## src/rtl/fetch_unit.sv

```systemverilog
// fetch_unit: instruction fetch sequencer between PC register, instruction memory and cu.
module fetch_unit #(
  parameter int          TIMEOUT_CYC = 16,
  parameter logic [31:0] NOP_INST    = 32'h0000_0013
) (
  input  logic        CLK,
  input  logic        RST,
  input  logic [31:0] PC_ADDR,
  input  logic        PC_CLK,
  input  logic        STALL,
  output logic [31:0] MEM_ADR,
  output logic        MEM_REQ,
  input  logic [31:0] MEM_RDATA,
  input  logic        MEM_ACK,
  output logic [31:0] MEM_INST,
  output logic        INST_ENB,
  output logic        FETCH_ERR,
  output logic        BUSY,
  output logic [31:0] FETCH_CNT
);
  localparam int CW = $clog2(TIMEOUT_CYC);
  typedef enum logic [2:0] {IDLE, WAIT_MEM, ISSUE, WAIT_CU, SETTLE, ERROR} state_t;
  state_t state_q, state_d;
  logic [31:0] mem_adr_q, mem_adr_d, mem_inst_q, mem_inst_d, fetch_cnt_q, fetch_cnt_d;
  logic mem_req_q, mem_req_d, inst_enb_q, inst_enb_d, fetch_err_q, fetch_err_d, pc_clk_q;
  logic [CW-1:0] cnt_q, cnt_d;
  always_comb begin
    state_d     = state_q;
    mem_adr_d   = mem_adr_q;
    mem_req_d   = mem_req_q;
    mem_inst_d  = mem_inst_q;
    inst_enb_d  = inst_enb_q;
    fetch_err_d = fetch_err_q;
    fetch_cnt_d = fetch_cnt_q;
    cnt_d       = cnt_q;
    case (state_q)
      IDLE: if (PC_CLK && !STALL) begin
        if (PC_ADDR[1:0] != 2'b00) begin
          fetch_err_d = 1'b1;
          state_d     = ERROR;
        end else begin
          mem_adr_d = PC_ADDR;
          mem_req_d = 1'b1;
          cnt_d     = '0;
          state_d   = WAIT_MEM;
        end
      end
      // an ack on the final timeout cycle still completes the fetch
      WAIT_MEM: if (MEM_ACK) begin
        mem_inst_d = MEM_RDATA;
        mem_req_d  = 1'b0;
        inst_enb_d = 1'b1;
        state_d    = ISSUE;
      end else if (cnt_q == CW'(TIMEOUT_CYC - 1)) begin
        mem_req_d   = 1'b0;
        fetch_err_d = 1'b1;
        state_d     = ERROR;
      end else begin
        cnt_d = cnt_q + CW'(1);
      end
      ISSUE: begin
        inst_enb_d  = 1'b0;
        fetch_cnt_d = fetch_cnt_q + 32'd1;
        state_d     = WAIT_CU;
      end
      WAIT_CU: state_d = (!pc_clk_q && PC_CLK) ? SETTLE : WAIT_CU;
      SETTLE:  state_d = IDLE;
      ERROR:   state_d = ERROR;
      default: state_d = IDLE;
    endcase
  end
  always_ff @(posedge CLK) begin
    if (RST) begin
      state_q     <= IDLE;
      mem_adr_q   <= '0;
      mem_req_q   <= 1'b0;
      mem_inst_q  <= NOP_INST;
      inst_enb_q  <= 1'b0;
      fetch_err_q <= 1'b0;
      fetch_cnt_q <= '0;
      cnt_q       <= '0;
      pc_clk_q    <= 1'b0;
    end else begin
      state_q     <= state_d;
      mem_adr_q   <= mem_adr_d;
      mem_req_q   <= mem_req_d;
      mem_inst_q  <= mem_inst_d;
      inst_enb_q  <= inst_enb_d;
      fetch_err_q <= fetch_err_d;
      fetch_cnt_q <= fetch_cnt_d;
      cnt_q       <= cnt_d;
      pc_clk_q    <= PC_CLK;
    end
  end
  assign MEM_ADR   = mem_adr_q;
  assign MEM_REQ   = mem_req_q;
  assign MEM_INST  = mem_inst_q;
  assign INST_ENB  = inst_enb_q;
  assign FETCH_ERR = fetch_err_q;
  assign FETCH_CNT = fetch_cnt_q;
  assign BUSY      = (state_q != IDLE) && (state_q != ERROR);
endmodule

```

## config.mk

```make
export PLATFORM = sky130hd
export DESIGN_NAME = fetch_unit
export DESIGN_NICKNAME = d
export VERILOG_FILES = /design/src/rtl/fetch_unit.sv
export SDC_FILE = /design/constraint.sdc
export NUM_CORES = 1
export LEC_CHECK = 0
export CAP_MARGIN = 25
export CORE_ASPECT_RATIO = 2
export CORE_MARGIN = 8
export CORE_UTILIZATION = 40
export DETAILED_ROUTE_END_ITERATION = 10
export PLACE_DENSITY = 0.77
export SYNTH_ARGS = -nofsm -noshare
export SYNTH_HDL_FRONTEND = slang
export SYNTH_SLANG_ARGS = --single-unit
```

## constraint.sdc

```tcl
create_clock -name CLK -period 1.65 [get_ports CLK]
set_clock_uncertainty 0.05 [all_clocks]
set_input_delay 0.165 -clock CLK [delete_from_list [all_inputs] [get_ports CLK]]
set_output_delay 0.165 -clock CLK [all_outputs]
set_load 0.01 [all_outputs]
```

==> results of run 1 <==
-- layer usage --
layer  wire [um]  track usage
met5           0            0
met4         775        0.134
met3         874       0.0545
met2        8640        0.364
met1        4880        0.160
-- per-stage QoR --
stage               setup slack, ns  power (mW)  area [um2]
floorplan                   -0.0875        3.06        4440
global placement             -0.161        3.49        6610
detailed placement           -0.147        3.52        6610
CTS                         -0.0399        5.79        7010
global route                 -0.114        6.00        7360
finish                      -0.0745        5.78        7360
-- flip-flops by register name (all words and copies together), names as in the netlist --
| register | cells |
|---|---|
| MEM_ADR | 32 |
| pc_clk_q | 1 |
| INST_ENB | 1 |
| cnt_q | 4 |
| MEM_REQ | 1 |
| FETCH_ERR | 1 |
| state_q | 3 |
| FETCH_CNT | 32 |
| MEM_INST | 32 |
-- cell usage after synthesis (2+ instances only) --
cell	n	area, um2
buf_2	9	45.0
a21oi_1	82	410
o21ai_0	11	55.1
o21bai_1	2	15.0
inv_1	5	18.8
ha_1	2	25.0
buf_1	2	7.51
and4b_1	2	20.0
nand3b_1	3	22.5
o31ai_1	8	60.1
and3_1	6	37.5
clkbuf_1	21	78.8
o211ai_1	2	15.0
nand2b_1	4	25.0
nand4_1	8	50.1
nor2_1	25	93.8
mux2_1	8	90.1
and4_1	4	35.0
nor3_1	2	10.0
nor3b_1	5	37.5
buf_6	3	33.8
nor4_1	10	62.6
nand3_1	12	60.1
nand2_1	136	510
or4_1	7	52.6
and2_1	4	25.0
xnor2_1	2	17.5
xor2_1	10	87.6
nor2b_1	11	68.8
dfxtp_1	107	2140
nand3_2	2	20.0
or3_1	5	31.3
-- what timing repair did --
item	in CTS	in global routing
resized for setup	19	46
pin swaps	7	20
endpoints found under the setup margin	23	72
cloned	0	3
setup buffers	0	9
-- worst max path at each step --
stage | depth (start not counted) | to | start | slack, ns
3_3_place_gp | 6 | cnt_q[2] | PC_CLK | -0.16
3_5_place_dp | 5 | FETCH_CNT[25] | FETCH_CNT[6] | -0.15
5_1_grt | 5 | FETCH_CNT[19] | state_q[0] | -0.11
6_report | 5 | FETCH_CNT[19] | state_q[0] | -0.07
4_1_cts | 4 | FETCH_CNT[19] | state_q[2] | -0.04
2_1_floorplan | 6 | FETCH_CNT[26] | state_q[2] | -0.09
-- worst max-delay path: cells and delay by family, from the launching register on --
family,cells,cell delay [ns]
DFF,1,0.32
AOI/OAI and AO/OA,1,0.14
and+or+nand+nor,3,1.00
buffers and inverters,1,0.14
-- cells by family (layout without fill, tap and decap cells) --
logic type               after synthesis  in the layout  share of synthesized area
AO/OA/AOI/OAI                        109            109                      0.133
XOR/XNOR                              12             12                     0.0240
adder cells (fa/ha/maj)                2              2                    0.00570
buffers and inverters                 41            258                     0.0436
flip-flops                           107            107                      0.488
multiplexers                           9              9                     0.0228
AND/OR/NAND/NOR                      253            253                      0.282
-- layout by cell type, fill, tap and decap left out, drive strengths merged, types with 8 or more instances in the layout --
master	synthesis	layout
a21oi	82	82
buf	15	69
clkbuf	21	14
clkdlybuf4s50	0	165
dfxtp	107	107
mux2	8	8
nand2	138	138
nand3	14	14
nand4	9	9
nor2	25	25
nor2b	11	11
nor4	10	10
o21ai	11	11
o31ai	8	8
xor2	10	10
-- layout make-up --
cell class / instances / area [um2]
clock inverter: 4 / 72.6
inverter: 5 / 18.8
tap: 140 / 175
sequential: 107 / 2170
timing repair buffer: 238 / 2330
clock buffer: 11 / 243
fill: 830 / 3450
multi-input combinational: 385 / 2340
-- power by group through the flow --
stage | logic, mW | registers, mW | clock network, mW
after detailed placement | 0.756 | 2.76 | 0
after floorplan | 0.272 | 2.79 | 0
after global routing | 0.858 | 2.71 | 2.44
after global placement | 0.739 | 2.75 | 0
final | 0.790 | 2.70 | 2.29
after CTS | 0.758 | 2.70 | 2.34
==> metrics.yaml, run 1 <==
status: "finished, violations left"
violations: "negative setup slack"
period_share: 1.05
layout.nets: 817
setup_viol_count_final: 14
gr-usage-all-layers: 0.188
drt-vias-per-instance: 5.23
crit_slowest_cell: "or4_4"
areaGrowthSynthToFinish_pct: 67.7
port_buffers: 168
final_core_util: 0.680
slew_violations: 0
p_int_mw: 4.46
hold_path_end: "FETCH_CNT[11]"
drc: 0
power_density_mw_per_mm2: 786
clkPwrFrac: 0.396
hold_path.class: "input pin to register"
clockBufferDepth: 2
slew_headroom: 0.667
critPathArrivalTime_ns: 1.93
cts_tree: "yes"
p_seq_frac: 0.468
final_hold_viol_count: 0
holdWs_ns: 0.242
antenna_found_initial: 0
synthFlopType: "dfxtp_1"
syn_inst: 533
async_flop_share: 0
fp-row-count: 54
swShare: 0.228
worstPathCellList: "and4bb_4, buf_12, nand3_4, or4_4, a21oi_2"
numCtsBuffers: 9
synth-seq-cells: 107
synth_fp_nets: 604
p_sw_mw: 1.32
cts_max_level: 3
hp-start: "RST"
fp.dieW_um: 90.1
rr_endpoint: "FETCH_CNT[19]"
grt_pass1_wl_um: 22600
power_leakage_nw: 2.76
ant_nets: 0
max_stage_delay_ns: 0.49
num_io_pins: 169
worst_setup_path_end_kind: "register"
clk_latency_ns: 0.33
hold_buffers: 0
wl_per_cell_um: 17.0
final_cells: 890
cts.sinks: 107
die-area_mm2: 0.0148
yosysSeqAreaShare: 0.488
r2r_cells: 5
synth_area_per_cell_um2: 8.23
grt-ovfl-total: 0
crit_fanout: 6
synth_area_mm2: 0.00439
dpl.hpwl_um: 10800
firstDrtPassIters: 4
r2r_setup_slack_ns: -0.07
hold_path_depth: 2
core_area_mm2: 0.0108
synth-edff-count: 0
wl_um: 15200
cts.clk_slew.worst_paths_ns: 0.07
vias: 4651
reg2reg_from: "state_q[0]"
combPwrFrac: 0.137
startpoint_type: "register"
rsz0062_at_grt: "true"
grt_pass1_vias: 4719
antenna_cells: 0
fin_setup_tns_ns: -0.480
start_util: 0.406
vdd_drop_max_mv: 0.799
grt_max_degree: 43
dp_cells: 863
place.gp.congestion: 0.793
worstSetupPathType: "register to register"
drtIter0Drc: 225
clockRootBuffer: "clkbuf_16"
drive_above_1_share: 0.195
ys.warnings.count: 0
crit_required_ns: 1.86
worst_slew_pin_slew_ns: 0.500
timing.max_cap.violations: 0
max_freq_mhz: 580
min_period_ns: 1.72
fin_ws_ns: -0.0745
yosysUniqueCellTypes: 45
die_h_um: 164
(Power assumes the default switching activity.)
==> inputs of run 2 (changes only) <==
Settings changed: CORE_UTILIZATION 40 to 41, CTS_BUF_LIST set to sky130_fd_sc_hd__clkbuf_8, PLACE_DENSITY 0.77 to 0.79, SLEW_MARGIN set to 20.
==> metrics.yaml, run 2 (synthesis gave the netlist of run 1 again) <==
status: "finished, violations left"
violations: "negative setup slack"
die_h_um: 162
startpoint_type: "register"
final_core_util: 0.671
final_hold_viol_count: 0
vias: 4523
min_period_ns: 1.72
crit_buf_inv: 0
worst_slew_pin_slew_ns: 0.513
p_seq_frac: 0.547
cp_top_family: "simple AND/OR/NAND/NOR gates"
max_stage_delay_ns: 0.53
seqCellArea_mm2: 0.00217
worst_setup_path_end_kind: "register"
period_share: 1.04
grt_pass1_wl_um: 23200
cts.sinks: 107
drt-vias-per-instance: 5.15
clockBufferDepth: 2
slew_headroom: 0.658
gr-usage-all-layers: 0.202
port_buffers: 168
antenna_cells: 0
core_area_mm2: 0.0105
grt-ovfl-total: 0
max_freq_mhz: 581
drive_above_1_share: 0.177
drc: 0
setup_viol_count_final: 12
cts_tree: "yes"
die-area_mm2: 0.0145
areaGrowthSynthToFinish_pct: 60.2
critPathArrivalTime_ns: 1.95
dpl.hpwl_um: 11100
worstPathCellList: "and4bb_4, nand4_4, or4_4, a21oi_2"
hold_buffers: 0
power_leakage_nw: 2.75
timing.max_cap.violations: 0
multi_input_area_mm2: 0.00227
ant_nets: 0
worstSetupPathType: "register to register"
final_common_cell: "clkdlybuf4s50_1"
wl_per_cell_um: 16.5
clkPwrFrac: 0.299
crit_fanout: 7
swShare: 0.257
clockRootBuffer: "clkbuf_8"
hold_path.class: "input pin to register"
rsz0062_at_grt: "true"
fillCellCount: 897
cts_max_level: 3
wl_um: 14500
place.gp.congestion: 0.841
crit_required_ns: 1.88
slew_violations: 0
firstDrtPassIters: 4
layout.nets: 808
vdd_drop_max_mv: 0.700
clk_latency_ns: 0.36
start_util: 0.419
antenna_found_initial: 0
power_density_mw_per_mm2: 702
drtIter0Drc: 235
fp.dieW_um: 89.1
holdWs_ns: 0.225
p_int_mw: 3.67
grt_max_degree: 48
fp-row-count: 53
combPwrFrac: 0.154
cts.clk_slew.worst_paths_ns: 0.09
grt_pass1_vias: 4785
fin_ws_ns: -0.0701
crit_slowest_cell: "or4_4"
num_io_pins: 169
p_sw_mw: 1.27
numCtsBuffers: 9
most-common-layout-cells: "158 x clkdlybuf4s50_1, 136 x nand2_1, 89 x dfxtp_1"
[run 2: changes by cell type in the layout (fill, tap and decap cells not counted), moves of 4 or more]
cell / before / now
clkbuf_8: 1 / 10
clkdlybuf4s50_1: 165 / 158
dlymetal6s2s_1: 1 / 7
clkbuf_16: 11 / 0
buf_12: 7 / 3
buf_4: 58 / 52
buf_6: 3 / 7
[run 2: area by class of cell]
cell class              instances  share of cell area
repair buffers                229               0.315
multi-input cells             385               0.324
flip-flops and latches        107               0.309
clock inverters                 6             0.00570
inverters                       5             0.00267
well taps                     137              0.0244
clock buffers                  10              0.0196
[run 2: what timing repair did]
| action | in CTS | in global routing |
|---|---|---|
| pin swaps | 4 | 9 |
| resized for setup | 23 | 39 |
| endpoints found under the setup margin | 22 | 60 |
| buffers inserted | 3 | 1 |
[run 2: metrics by stage]
step / std cells / area (um2) / worst slack (ns) / power [mW] / setup TNS [ns]
floorplan: 533 / 4440 / -0.0875 / 3.06 / -0.538
global placement: 859 / 6570 / -0.0911 / 3.48 / -1.16
detailed placement: 859 / 6570 / -0.114 / 3.51 / -2.47
CTS: 878 / 6880 / -0.0937 / 4.97 / -0.661
global route: 879 / 7030 / -0.134 / 5.16 / -1.57
finish: 879 / 7030 / -0.0701 / 4.94 / -0.455
[run 2: power groups by stage]
stage / logic, mW / clock network, mW / registers, mW
3_3_place_gp: 0.727 / 0 / 2.75
2_1_floorplan: 0.272 / 0 / 2.79
4_1_cts: 0.751 / 1.52 / 2.70
3_5_place_dp: 0.749 / 0 / 2.76
5_1_grt: 0.829 / 1.62 / 2.71
6_report: 0.761 / 1.48 / 2.70
[run 2: layer usage]
layer	part of all wire	wire length (um)	global-route usage	up-vias
met5	0	0	0	-
met4	0.036	530	0.103	0
met3	0.058	845	0.0521	31
met2	0.58	8370	0.378	132
met1	0.33	4780	0.190	2137
li1	-	-	-	2223
[run 2: final timing paths]
path | startpoint | to | slack, ns | depth (start not counted)
hold / removal | RST | FETCH_CNT[6] | 0.23 | 2
setup / recovery | state_q[0] | FETCH_CNT[20] | -0.07 | 4
setup reg to reg | state_q[0] | FETCH_CNT[20] | -0.07 | 4
hold reg to reg | MEM_INST[31] | MEM_INST[31] | 0.41 | 2
